<file path="src/rtl/gpsdc_point_streamer.sv">
// ============================================================================
// Module  : gpsdc_point_streamer
// Purpose : Buffers host coordinate points in a FIFO and streams them to the
//           GPS distance core (first point = A anchor, later points = B).
//           Collects core results and tags them with a pair index.
// Options : GPSDC_STREAM_WDT_EN - enables the S_HOLD watchdog (wdt_err).
// Revision: 1.0 - initial release
// ============================================================================
`default_nettype none

module gpsdc_point_streamer #(
  parameter int DEPTH   = 8,
  parameter int IDX_W   = 16,
  parameter int WDT_CYC = 4096
) (
  input  logic                   clk,
  input  logic                   reset_n,
  input  logic                   wr_en,
  input  logic [23:0]            wr_lon,
  input  logic [23:0]            wr_lat,
  input  logic                   restart,
  output logic                   full,
  output logic [$clog2(DEPTH):0] fifo_cnt,
  output logic                   overflow,
  output logic                   DEN,
  output logic [23:0]            LON_OUT,
  output logic [23:0]            LAT_OUT,
  input  logic                   core_valid,
  input  logic [39:0]            core_d,
  output logic                   res_valid,
  output logic [39:0]            res_d,
  output logic [IDX_W-1:0]       res_idx,
  output logic                   busy,
  output logic                   wdt_err
);

  localparam int AW = $clog2(DEPTH);
  localparam logic [AW-1:0] PTR_ONE = AW'(1);
  localparam logic [AW:0]   CNT_ONE = (AW+1)'(1);
  localparam logic [AW:0]   CNT_MAX = (AW+1)'(DEPTH);
  localparam logic [IDX_W-1:0] IDX_ONE = IDX_W'(1);

  typedef enum logic [1:0] {
    S_IDLE   = 2'd0,
    S_ANCHOR = 2'd1,
    S_WAITPT = 2'd2,
    S_HOLD   = 2'd3
  } state_t;

  state_t state, state_nxt;

  logic [47:0]      mem [DEPTH];
  logic [AW-1:0]    wr_ptr, rd_ptr;
  logic [AW:0]      count;
  logic             push, pop, empty;
  logic             den_nxt;
  logic             res_cap;
  logic             wdt_hit;
  logic [IDX_W-1:0] pair_cnt;

  // full/empty derive from the registered count only, so a push while full is
  // rejected even when a pop happens on the same edge
  assign full     = (count == CNT_MAX);
  assign empty    = (count == '0);
  assign push     = wr_en && !full;
  assign fifo_cnt = count;
  assign busy     = (state != S_IDLE);

  // point storage; contents are don't-care until pointers make them visible
  always_ff @(posedge clk) begin
    if (push) mem[wr_ptr] <= {wr_lon, wr_lat};
  end

  // FIFO pointers, occupancy and sticky overflow flag
  always_ff @(posedge clk or negedge reset_n) begin
    if (!reset_n) begin
      wr_ptr   <= '0;
      rd_ptr   <= '0;
      count    <= '0;
      overflow <= 1'b0;
    end else begin
      if (push) wr_ptr <= wr_ptr + PTR_ONE;
      if (pop)  rd_ptr <= rd_ptr + PTR_ONE;
      unique case ({push, pop})
        2'b10:   count <= count + CNT_ONE;
        2'b01:   count <= count - CNT_ONE;
        default: count <= count;
      endcase
      if (wr_en && full) overflow <= 1'b1;
    end
  end

  // next-state, pop and DEN decisions; restart overrides everything
  always_comb begin
    state_nxt = state;
    den_nxt   = DEN;
    pop       = 1'b0;
    res_cap   = 1'b0;
    if (restart) begin
      state_nxt = S_IDLE;
      den_nxt   = 1'b0;
    end else begin
      unique case (state)
        S_IDLE: begin
          den_nxt = 1'b0;
          if (!empty) begin
            pop       = 1'b1;
            den_nxt   = 1'b1;
            state_nxt = S_ANCHOR;
          end
        end
        S_ANCHOR: begin
          if (!empty) begin
            pop       = 1'b1;
            den_nxt   = 1'b1;
            state_nxt = S_HOLD;
          end else begin
            den_nxt   = 1'b0;
            state_nxt = S_WAITPT;
          end
        end
        S_WAITPT: begin
          den_nxt = 1'b0;
          if (!empty) begin
            pop       = 1'b1;
            den_nxt   = 1'b1;
            state_nxt = S_HOLD;
          end
        end
        S_HOLD: begin
          den_nxt = 1'b1;
          if (core_valid) begin
            res_cap = 1'b1;
            if (!empty) begin
              pop = 1'b1;
            end else begin
              den_nxt   = 1'b0;
              state_nxt = S_WAITPT;
            end
          end else if (wdt_hit) begin
            den_nxt   = 1'b0;
            state_nxt = S_IDLE;
          end
        end
        default: begin
          den_nxt   = 1'b0;
          state_nxt = S_IDLE;
        end
      endcase
    end
  end

  // registered core-side outputs and result capture
  always_ff @(posedge clk or negedge reset_n) begin
    if (!reset_n) begin
      state     <= S_IDLE;
      DEN       <= 1'b0;
      LON_OUT   <= '0;
      LAT_OUT   <= '0;
      res_valid <= 1'b0;
      res_d     <= '0;
      res_idx   <= '0;
      pair_cnt  <= '0;
    end else begin
      state     <= state_nxt;
      DEN       <= den_nxt;
      res_valid <= res_cap;
      if (pop) {LON_OUT, LAT_OUT} <= mem[rd_ptr];
      if (restart) begin
        res_idx  <= '0;
        pair_cnt <= '0;
      end else if (res_cap) begin
        res_d    <= core_d;
        res_idx  <= pair_cnt;
        pair_cnt <= pair_cnt + IDX_ONE;
      end
    end
  end

`ifdef GPSDC_STREAM_WDT_EN
  localparam int WW = $clog2(WDT_CYC + 1);
  localparam logic [WW-1:0] WDT_LAST = WW'(WDT_CYC - 1);
  localparam logic [WW-1:0] WDT_ONE  = WW'(1);

  logic [WW-1:0] wdt_cnt;

  // timeout fires on the edge where the HOLD cycle count would reach WDT_CYC
  assign wdt_hit = (state == S_HOLD) && !core_valid && (wdt_cnt == WDT_LAST);

  // HOLD cycle counter and sticky watchdog error
  always_ff @(posedge clk or negedge reset_n) begin
    if (!reset_n) begin
      wdt_cnt <= '0;
      wdt_err <= 1'b0;
    end else begin
      if (restart)      wdt_err <= 1'b0;
      else if (wdt_hit) wdt_err <= 1'b1;
      if ((state != S_HOLD) || core_valid || restart || wdt_hit) wdt_cnt <= '0;
      else                                                      wdt_cnt <= wdt_cnt + WDT_ONE;
    end
  end
`else
  logic unused_wdt_cfg;
  assign unused_wdt_cfg = (WDT_CYC == 0);
  assign wdt_hit = 1'b0;
  assign wdt_err = 1'b0;
`endif

endmodule

`default_nettype wire

</file>
<file path="config.mk">
export PLATFORM = sky130hd
export DESIGN_NAME = gpsdc_point_streamer
export DESIGN_NICKNAME = d
export VERILOG_FILES = /design/src/rtl/gpsdc_point_streamer.sv
export SDC_FILE = /design/constraint.sdc
export NUM_CORES = 1
export LEC_CHECK = 0
export CORE_ASPECT_RATIO = 1.25
export CORE_MARGIN = 3
export CORE_UTILIZATION = 37
export DETAILED_ROUTE_END_ITERATION = 7
export SLEW_MARGIN = 20
export SYNTH_ARGS = -nofsm -noshare
export SYNTH_HDL_FRONTEND = slang
export SYNTH_SLANG_ARGS = --single-unit
</file>
<file path="constraint.sdc">
create_clock -name clk -period 9.6 [get_ports clk]
set_clock_uncertainty 0.1 [all_clocks]
set_input_delay 1.92 -clock clk [delete_from_list [all_inputs] [get_ports clk]]
set_output_delay 1.92 -clock clk [all_outputs]
set_load 0.02 [all_outputs]
</file>
# After elaboration in Yosys (flattened, before gate mapping)
# Memory sizes are Yosys's and may differ from the RTL's. A register that Yosys moved wholly into a read port is not among the register bits.
# Cells that the tools add are included.
# op_classes
n_addsub	5
n_eq_ne	10
n_mux	24
n_bitwise	1
reduce_logical	12
# op_table
operator	n
$mux W16	4
$add A16 B1 Y16 const B	1
$ne A3 B3 Y1 const B	4
$mux W1	11
$mux W2	5
$pmux W2 S4	1
$pmux W4 S2	1
$add A3 B1 Y3 const B	2
$eq A2 B2 Y1 const B	3
$reduce_bool A2 Y1	3
$add A4 B1 Y4 const B	1
$eq A2 B1 Y1 const B	2
$eq A4 B4 Y1 const B	1
$logic_not A4 Y1	1
$pmux W1 S2	2
$reduce_and A4 Y1	1
$sub A4 B1 Y4 const B	1
$reduce_or A3 Y1	1
$logic_and A1 B1 Y1	2
$logic_not A1 Y1	2
$logic_not A2 Y1	1
$reduce_and A2 Y1	1
$not A1 Y1	1
# totals
ff_bits	87
ramBits	384
wordCells	63
mem_count	1
# memory_table
memory	words	word_bits	rd	rd_ports_with_merged_regs	write_ports	line	source
mem	8	48	1	1	1	52	logic [47:0] mem [DEPTH];

# Logic depth before layout (Yosys ltp)
# Gate-level depths: netlist of run 1.
# logic_depth
ltp_word	7
ltp_mapped	10
mapped_depth_nobuf	9

# Least setup slack after synthesis of run 1
# OpenSTA, ideal clock, no wires.
# synth_path
path_type	input -> register
start	input wr_en
end	memory mem[0][0] (enable)
setup_time_ns	0.573
arrival_ns	6.955
required_ns	8.927
setup_slack_ns	1.972
cell_stages	3
path_buffers	0
path_cell_list	nor2b_1 > clkinv_1 > nor4_1
# synth_via
elab_chain_cells	3
# synth_rtl
element	line	source
start, declared	18	input logic wr_en,
$logic_and A1 B1 Y1	65	assign push = wr_en && !full;
$mux W1	71	if (push) mem[wr_ptr] <= {wr_lon, wr_lat};
$mux W1 (not written as such)	71	
end, declared	52	
# No other way between the ends.

# Final worst setup path of run 1
# layout_path
start	register count[0] (netlist: fifo_cnt[0])
end	output full
# layout_via
elab_chain_cells	1
# layout_rtl
element	line	source
start, declared	54	logic [AW:0] count;
start signal, assigned	85	2'b10: count <= count + CNT_ONE;
start signal, assigned	86	2'b01: count <= count - CNT_ONE;
start signal, assigned	87	default: count <= count;
$eq A4 B4 Y1	63	assign full = (count == CNT_MAX);
end, declared	22	output logic full,
# No other way between the ends.

==> results of run 1 <==
-- registers in the layout, summed over array words and instances, names as in the netlist, 3 cells and up --
name,cells
mem,384
res_d,40
LAT_OUT,24
LON_OUT,24
pair_cnt,16
res_idx,16
fifo_cnt,4
rd_ptr,3
wr_ptr,3
-- synthesized netlist by cell type (all sizes together), types with 6 or more instances --
| cell | n | area, sq um |
|---|---|---|
| edfxtp | 384 | 11500 |
| dfrtp | 135 | 3380 |
| mux4 | 96 | 2160 |
| a21oi | 74 | 370 |
| nor2 | 61 | 229 |
| mux2i | 49 | 490 |
| nand2 | 48 | 180 |
| mux2 | 41 | 462 |
| buf | 32 | 160 |
| clkbuf | 22 | 82.6 |
| xor2 | 8 | 70.1 |
| xnor2 | 7 | 61.3 |
| ha | 6 | 75.1 |
| nand4 | 6 | 43.8 |
| nor3 | 6 | 30.0 |
-- cell type report --
class                           count  share of cell area
Sequential cell                   519               0.616
Multi-Input combinational cell    447               0.188
Timing Repair Buffer              222              0.0905
Clock buffer                       70              0.0586
Tap cell                          665              0.0343
Clock inverter                     26              0.0120
Inverter                            6            0.000929
Antenna cell                        3            0.000310
-- through the flow --
stage	power (mW)	utilization	cell area, sq um
floorplan	4.48	-	19700
global placement	5.31	0.432	22500
detailed placement	5.35	0.432	22500
CTS	7.38	0.465	24200
global route	7.63	0.466	24200
finish	7.23	0.466	24200
-- worst max-delay path, delay by kind of cell, from the launching register on --
| family | cells | cell delay (ps) |
|---|---|---|
| flops | 1 | 450 |
| buf+inv | 1 | 700 |
| simple gates | 1 | 490 |
-- power by group through the flow --
stage,sequential [mW],combinational (mW),clock (mW)
after CTS,3.21,2.10,2.07
after global routing,3.26,2.21,2.17
after detailed placement,3.25,2.09,0
after floorplan,3.32,1.16,0
after global placement,3.24,2.07,0
final,3.19,2.03,2.01
-- cells by family after synthesis --
group,Yosys count,share of synthesized area
adder cells (fa/ha/maj),7,0.00484
buffers and inverters,60,0.0135
AO/OA/AOI/OAI,85,0.0225
AND/OR/NAND/NOR,153,0.0355
flip-flops,519,0.758
XOR/XNOR,15,0.00668
multiplexers,186,0.158
other,1,0.000191
-- worst max-delay path by stage --
stage	to	slack (ps)	cells after the start
finish	full	5370	2
global route	fifo_cnt[3]$_DFFE_PN0P_	5210	8
CTS	full	5310	2
detailed placement	fifo_cnt[3]$_DFFE_PN0P_	4810	8
global placement	res_d[21]$_DFFE_PN0P_	4910	4
floorplan	mem[0][0]$_DFFE_PP_	1970	3
-- per-layer routing --
| metal | vias to the layer above | global-route usage | share of wire |
|---|---|---|---|
| met3 | 60 | 0.0387 | 0.063 |
| met4 | 12 | 0.0364 | 0.017 |
| met5 | - | 0 | 0.0023 |
| met2 | 232 | 0.250 | 0.50 |
| met1 | 5033 | 0.179 | 0.42 |
| li1 | 4459 | - | - |
==> metrics.yaml, run 1 <==
floorplanning:
  row_count: 93
  core_area_sq_um: 52000
  fp.dieW_microns: 212
  start_util: 0.378
  dieHeight_microns: 264
  ios: 207
  die-area_sq_um: 55900
pwr:
  p_per_area_nw_per_um2: 299
  p_int_mw: 5.11
  power_frac_comb: 0.281
  seqPwrFrac: 0.441
  p_leak_nw: 8.35
  switching_power_mw: 2.13
  pwr-share-clk: 0.278
  p_sw_frac: 0.294
  peakVddDrop_mv: 0.134
worst_hold_path:
  worstHoldPathCells: 1
  worstHoldEndpoint: "overflow$_DFFE_PN0P_"
  hold_class: "flop to flop"
  hp-start: "overflow$_DFFE_PN0P_"
logic_synthesis:
  ys_types: 40
  synth_seq_cells: 519
  ys_warn_count: 0
  syn-cell-area_sq_um: 19700
  syn_inst: 1026
  async_flop_share: 0.260
  synth-edff-count: 384
  syn_avg_cell_area_sq_um: 19.2
  synth_flop_cell: "edfxtp_1"
  seq_area_frac_synth: 0.758
  syn_nets: 1126
sta:
  slew_violations: 0
  finalSetupTns_ps: 0
  fin_crit_ps: 4230
  rsz0062_at_grt: "false"
  holdWs_ps: 361
  fin_crit_sh: 0.440
  setup_viol: 0
  max_freq_mhz: 237
  maxSlewHeadroom: 0.277
  setup_slack_ps: 5370
  tightestPinTransition_ps: 1080
  timing_hold_violations_final: 0
clock_tree:
  cts_made_buffers: 51
  clk_path_buf_depth: 3
  cts_root_buf: "clkbuf_16"
  post_cts_buffers: 0
  hold_buffers: 0
  cts_htree_levels: 2
  insertion_delay_ps: 570
  path_clk_slew_ps: 60
  cts_tree: "built"
  clock-sinks: 519
  cts_resized: 0
routing:
  wl_microns: 40600
  drt_iter0_drc: 559
  vias_per_cell: 5.00
  ant_nets: 0
  wl_per_cell_microns: 20.7
  vias: 9796
  dr.pass1.iters: 4
  route.detailed.drc: 0
placed_design:
  gp_congestion: 0.728
  hpwl_microns: 23300
  io_buffer_count: 205
  dp_slack_ps: 4810
  place_inst: 1858
global_routing:
  antenna_found_initial: 8
  grt_pass1_vias: 10400
  grt_overflow: 0
  grt_max_degree: 92
  grt_pass1_wl_microns: 62000
  grtUsageTotal: 0.144
worst_setup_path:
  critPathArrivalTime_ps: 2210
  critPathKind: "flop to output pin"
  r2r-start: "fifo_cnt[3]$_DFFE_PN0P_"
  critPathSlowestCell: "clkdlybuf4s50_1"
  cp-end-kind: "output pin"
  r2r_end: "fifo_cnt[3]$_DFFE_PN0P_"
  critical_path.max_stage_delay_ps: 700
  r2r.worst_path.cells: 8
  cp_max_fo: 6
  crit_start: "fifo_cnt[0]$_DFFE_PN0P_"
  rrSetupSlack_ps: 6640
  cp_cell_sequence: "nor4b_1, clkdlybuf4s50_1"
  critPathLaunchType: "flop"
  cp.required_ps: 7580
final_layout:
  ff_latch_area_sq_um: 14900
  layout-drive-gt1-share: 0.191
  fillCellCount: 4343
  nets: 1347
  final_common_cell: "edfxtp_1"
  stdcell_count: 1958
  final_cell_mix: "edfxtp_1 (384), clkdlybuf4s50_1 (204), dfrtp_1 (132), mux4_2 (96), a21oi_1 (74)"
  multiInputGateArea_sq_um: 4540
  syn2layout_area_growth_pct: 23.3
outcome:
  status: "finished clean"
run:
  maxCapViolations: 0
Power figures use the tool's default switching activity.
==> inputs of run 2 (changes only) <==
==> constraint.sdc (replaced) <==
create_clock -name clk -period 3.9 [get_ports clk]
set_clock_uncertainty 0.1 [all_clocks]
set_input_delay 0.78 -clock clk [delete_from_list [all_inputs] [get_ports clk]]
set_output_delay 0.78 -clock clk [all_outputs]
set_load 0.02 [all_outputs]
==> run 2 against run 1 <==
  * Hold slack worse by 330 ps
  * Combinational power rose to 2.6 times the previous value
  * Critical path depth unchanged
  * Sequential share of layout area is 0.68 points lower
  * Non-clock buffer count is 16 higher
  * Total power rose by 150%
  * Critical endpoint unchanged
  * Largest cell class unchanged
==> metrics.yaml, run 2 (same netlist as run 1, synthesis figures left out) <==
floorplanning:
  dieHeight_microns: 264
  ios: 207
  row_count: 93
  core_area_sq_um: 52000
  start_util: 0.378
  fp.dieW_microns: 212
  die-area_sq_um: 55900
clock_tree:
  hold_buffers: 0
  clk_path_buf_depth: 3
  cts_made_buffers: 51
  path_clk_slew_ps: 60
  post_cts_buffers: 0
  insertion_delay_ps: 590
  cts_root_buf: "clkbuf_16"
  clock-sinks: 519
  cts_resized: 0
  cts_htree_levels: 2
  cts_tree: "built"
global_routing:
  grt_overflow: 0
  grt_pass1_wl_microns: 66300
  grt_pass1_vias: 10600
  grtUsageTotal: 0.156
  grt_max_degree: 100
  antenna_found_initial: 4
placed_design:
  hpwl_microns: 25700
  dp_slack_ps: 427
  gp_congestion: 0.718
  place_area_sq_um: 22900
  io_buffer_count: 205
final_layout:
  final_cell_mix: "edfxtp_1 (384), clkdlybuf4s50_1 (204), dfrtp_1 (132), mux4_2 (96), a21oi_1 (74)"
  nets: 1363
  top_regs: "mem: 384 flops, res_d: 40 flops"
  syn2layout_area_growth_pct: 24.6
  fillCellCount: 4389
  layout-drive-gt1-share: 0.197
  largest_reg_flops: 384
  final_common_cell: "edfxtp_1"
  top_register: "mem"
  design_area_sq_um: 24500
routing:
  route.detailed.drc: 0
  ant_nets: 0
  vias_per_cell: 5.03
  wl_per_cell_microns: 22.1
  dr.pass1.iters: 4
  wl_microns: 43500
  vias: 9932
  drt_iter0_drc: 575
sta:
  maxSlewHeadroom: 0.412
  tightestPinTransition_ps: 875
  slew_violations: 0
  rsz0062_at_grt: "false"
  fin_crit_ps: 3130
  setup_viol: 0
  setup_slack_ps: 767
  fin_crit_sh: 0.803
  max_freq_mhz: 319
  finalSetupTns_ps: 0
  timing_hold_violations_final: 0
worst_setup_path:
  critPathLaunchType: "flop"
  cp_max_fo: 6
  critPathKind: "flop to output pin"
  cp.required_ps: 3020
  critPathArrivalTime_ps: 2250
  cp-end-kind: "output pin"
outcome:
  status: "finished clean"
pwr:
  peakVddDrop_mv: 0.354
  p_leak_nw: 8.45
  p_per_area_nw_per_um2: 732
run:
  maxCapViolations: 0
worst_hold_path:
  hold_class: "input pin to asynchronous set/reset pin"
[run 2: per-layer routing]
layer  vias to the layer above  share of wire  global-route usage
met5                         -        0.00053                   0
met4                         4          0.019              0.0445
met2                       247           0.51               0.269
li1                       4496              -                   -
met1                      5132           0.41               0.197
met3                        53          0.063              0.0380
[run 2: report_power, final]
| part | switching, mW | leakage (nW) | internal [mW] |
|---|---|---|---|
| clock | 2.04 | 0.796 | 2.79 |
| sequential | 0.746 | 5.13 | 7.07 |
| combinational | 2.59 | 2.53 | 2.69 |
[run 2: through the flow]
stage	instances	power (mW)	util	hold slack (ps)
after global routing	1971	18.9	0.471	45.8
final	1973	17.9	0.471	27.8
after CTS	1970	18.3	0.471	21.4
after detailed placement	1875	13.4	0.440	352
after global placement	1875	13.3	0.440	342
after floorplan	1026	11.0	-	384
[run 2: path summary, 6_finish.rpt]
path | from | end | slack, ps | cells past startpoint
worst max-delay path | fifo_cnt[0]$_DFFE_PN0P_ | full | 770 | 2
worst min-delay path | reset_n | pair_cnt[2]$_DFFE_PN0P_ | 30 | 1
worst max register to register | fifo_cnt[0]$_DFFE_PN0P_ | fifo_cnt[3]$_DFFE_PN0P_ | 1090 | 8
worst min register to register | overflow$_DFFE_PN0P_ | overflow$_DFFE_PN0P_ | 360 | 1
max in group asynchronous | reset_n | res_d[10]$_DFFE_PN0P_ | 2880 | 2
min in group clk | overflow$_DFFE_PN0P_ | overflow$_DFFE_PN0P_ | 360 | 1
[run 2: cell type report]
type                    instances  area, sq um  area share
flip-flops and latches        519        14900       0.609
multi-input cells             447         4560       0.186
repair buffers                238         2530       0.103
clock buffers                  74         1410      0.0577
well taps                     665          832      0.0340
clock inverters                21          220     0.00899
inverters                       6         22.5    0.000919
diodes                          3         7.51    0.000306
[run 2: worst max-delay path: stages, from the launching register on]
cell and delay [ps]:
dfrtp_1 460, nor4b_1 500, clkdlybuf4s50_1 710
==> inputs of run 3 (changes only) <==
==> constraint.sdc (replaced) <==
create_clock -name clk -period 2.9 [get_ports clk]
set_clock_uncertainty 0.1 [all_clocks]
set_input_delay 0.58 -clock clk [delete_from_list [all_inputs] [get_ports clk]]
set_output_delay 0.58 -clock clk [all_outputs]
set_load 0.02 [all_outputs]
==> run 3 against run 2 <==
  * Combinational power rose by 40%
  * Wire length fell by 6.4%
  * Design area rose by 0.45%
  * Die area did not move
  * Total power rose by 34%
  * Utilization rose by 0.21 points
  * Largest cell class unchanged
  * First-iteration DRC count rose by 5.9%
  * Flip-flop and latch count did not move
  * Critical path depth did not move
  * Clock-buffer cell count fell by 7
  * Critical path type unchanged
==> metrics.yaml, run 3 (same netlist as run 1, synthesis figures left out) <==
pwr:
  peakVddDrop_mv: 0.445
  p_leak_nw: 8.51
  p_per_area_nw_per_um2: 978
  power.total_mw: 24.1
worst_setup_path:
  cp_cell_sequence: "nor4b_4, clkdlybuf4s50_1"
  critPathSlowestCell: "clkdlybuf4s50_1"
  cp_max_fo: 5
  r2r-start: "fifo_cnt[1]$_DFFE_PN0P_"
  cpLargestDelayFamily: "buffers and inverters"
  critical_path.max_stage_delay_ps: 680
  critPathLaunchType: "flop"
  critPathArrivalTime_ps: 2130
  r2r_end: "fifo_cnt[3]$_DFFE_PN0P_"
  crit_start: "fifo_cnt[1]$_DFFE_PN0P_"
  r2r.worst_path.cells: 9
  critPathKind: "flop to output pin"
  worst-path-buf-inv: 1
  cp.required_ps: 2220
  cp-end-kind: "output pin"
  rrSetupSlack_ps: 380
sta:
  setup_viol: 0
  rsz0062_at_grt: "false"
  fin_crit_ps: 2810
  timing_hold_violations_final: 0
  max_freq_mhz: 355
  fin_crit_sh: 0.970
  maxSlewHeadroom: 0.536
  tightestPinTransition_ps: 696
  setup_slack_ps: 87.0
  slew_violations: 0
  finalSetupTns_ps: 0
clock_tree:
  clk_path_buf_depth: 3
  cts_htree_levels: 2
  cts_resized: 0
  insertion_delay_ps: 580
  clock-sinks: 519
  cts_made_buffers: 50
  cts_tree: "built"
  hold_buffers: 1
  cts_root_buf: "clkbuf_16"
  post_cts_buffers: 0
  path_clk_slew_ps: 60
placed_design:
  place_inst: 1886
  hpwl_microns: 25500
  dp_slack_ps: -66.8
  io_buffer_count: 205
  gp_congestion: 0.728
final_layout:
  nets: 1374
  syn2layout_area_growth_pct: 25.2
  largest_reg_flops: 384
  ff_latch_area_sq_um: 14900
  stdcell_count: 1982
  fillCellCount: 4400
  final_cell_mix: "edfxtp_1 (384), clkdlybuf4s50_1 (204), dfrtp_1 (128), mux4_2 (96), a21oi_1 (74)"
  layout-drive-gt1-share: 0.209
  final_common_cell: "edfxtp_1"
  multiInputGateArea_sq_um: 4600
  top_regs: "mem: 384 flops, res_d: 40 flops"
  top_register: "mem"
routing:
  wl_microns: 40700
  ant_nets: 0
  route.detailed.drc: 0
  drt_iter0_drc: 609
  dr.pass1.iters: 6
  wl_per_cell_microns: 20.5
  vias: 10000
  vias_per_cell: 5.05
floorplanning:
  row_count: 93
  start_util: 0.378
  die-area_sq_um: 55900
  dieHeight_microns: 264
  fp.dieW_microns: 212
  ios: 207
  core_area_sq_um: 52000
global_routing:
  grtUsageTotal: 0.147
  antenna_found_initial: 3
  grt_max_degree: 66
  grt_overflow: 0
  grt_pass1_wl_microns: 63200
  grt_pass1_vias: 10600
worst_hold_path:
  hold_class: "flop to flop"
  worstHoldPathCells: 1
  hp-start: "overflow$_DFFE_PN0P_"
  worstHoldEndpoint: "overflow$_DFFE_PN0P_"
run:
  maxCapViolations: 0
outcome:
  status: "finished clean"
==> run 3: changes by cell type in the layout (fill, tap and decap cells not counted), sizes merged <==
cell,previous run,this run
clkbuf,74,67
dlygate4sd3,0,1
inv,6,7
clkinvlp,1,0
buf,34,45
clkinv,16,20
==> run 3: power breakdown <==
part | total, mW | internal [mW] | switching [mW]
registers | 10.3 | 9.52 | 0.830
logic | 7.39 | 3.73 | 3.66
clock network | 6.34 | 3.66 | 2.68
==> run 3: stage by stage <==
| step | util | area (sq um) | hold WS (ps) |
|---|---|---|---|
| after floorplan | - | 19800 | 184 |
| after global placement | 0.442 | 23000 | 341 |
| after detailed placement | 0.442 | 23000 | 344 |
| after CTS | 0.473 | 24600 | 358 |
| after global routing | 0.473 | 24600 | 366 |
| final | 0.473 | 24600 | 354 |
==> run 3: layer usage <==
metal | track usage | vias up | routed length, microns | share of wire
met5 | 0 | - | 13 | 0.00032
li1 | - | 4520 | - | -
met4 | 0.0391 | 2 | 930 | 0.023
met3 | 0.0356 | 66 | 2540 | 0.062
met2 | 0.252 | 254 | 20300 | 0.50
met1 | 0.188 | 5158 | 16900 | 0.42
==> run 3: worst register-to-register path, delay by kind of cell (launching register included) <==
kind	cells	cell delay, ps
buffers and inverters	2	310
adders and majority gates	2	490
DFF	1	460
AOI/OAI and AO/OA	3	700
and+or+nand+nor	2	330
==> run 3: area by class of cell <==
cell class | instances | share of cell area
antenna | 3 | 0.000305
clock buffer | 67 | 0.0555
clock inverter | 25 | 0.00920
inverter | 6 | 0.00112
multi-input combinational | 447 | 0.187
sequential | 519 | 0.606
tap | 665 | 0.0338
timing repair buffer | 250 | 0.107
==> run 3: worst max-delay path by stage <==
| stage | end | slack, ps | cells after the start |
|---|---|---|---|
| 6_report | full | 90 | 2 |
| 3_3_place_gp | fifo_cnt[3]$_DFFE_PN0P_ | 7 | 8 |
| 2_1_floorplan | mem[0][0]$_DFFE_PP_ | -300 | 4 |
| 5_1_grt | full | 10 | 2 |
| 3_5_place_dp | fifo_cnt[3]$_DFFE_PN0P_ | -70 | 8 |
| 4_1_cts | full | 20 | 2 |
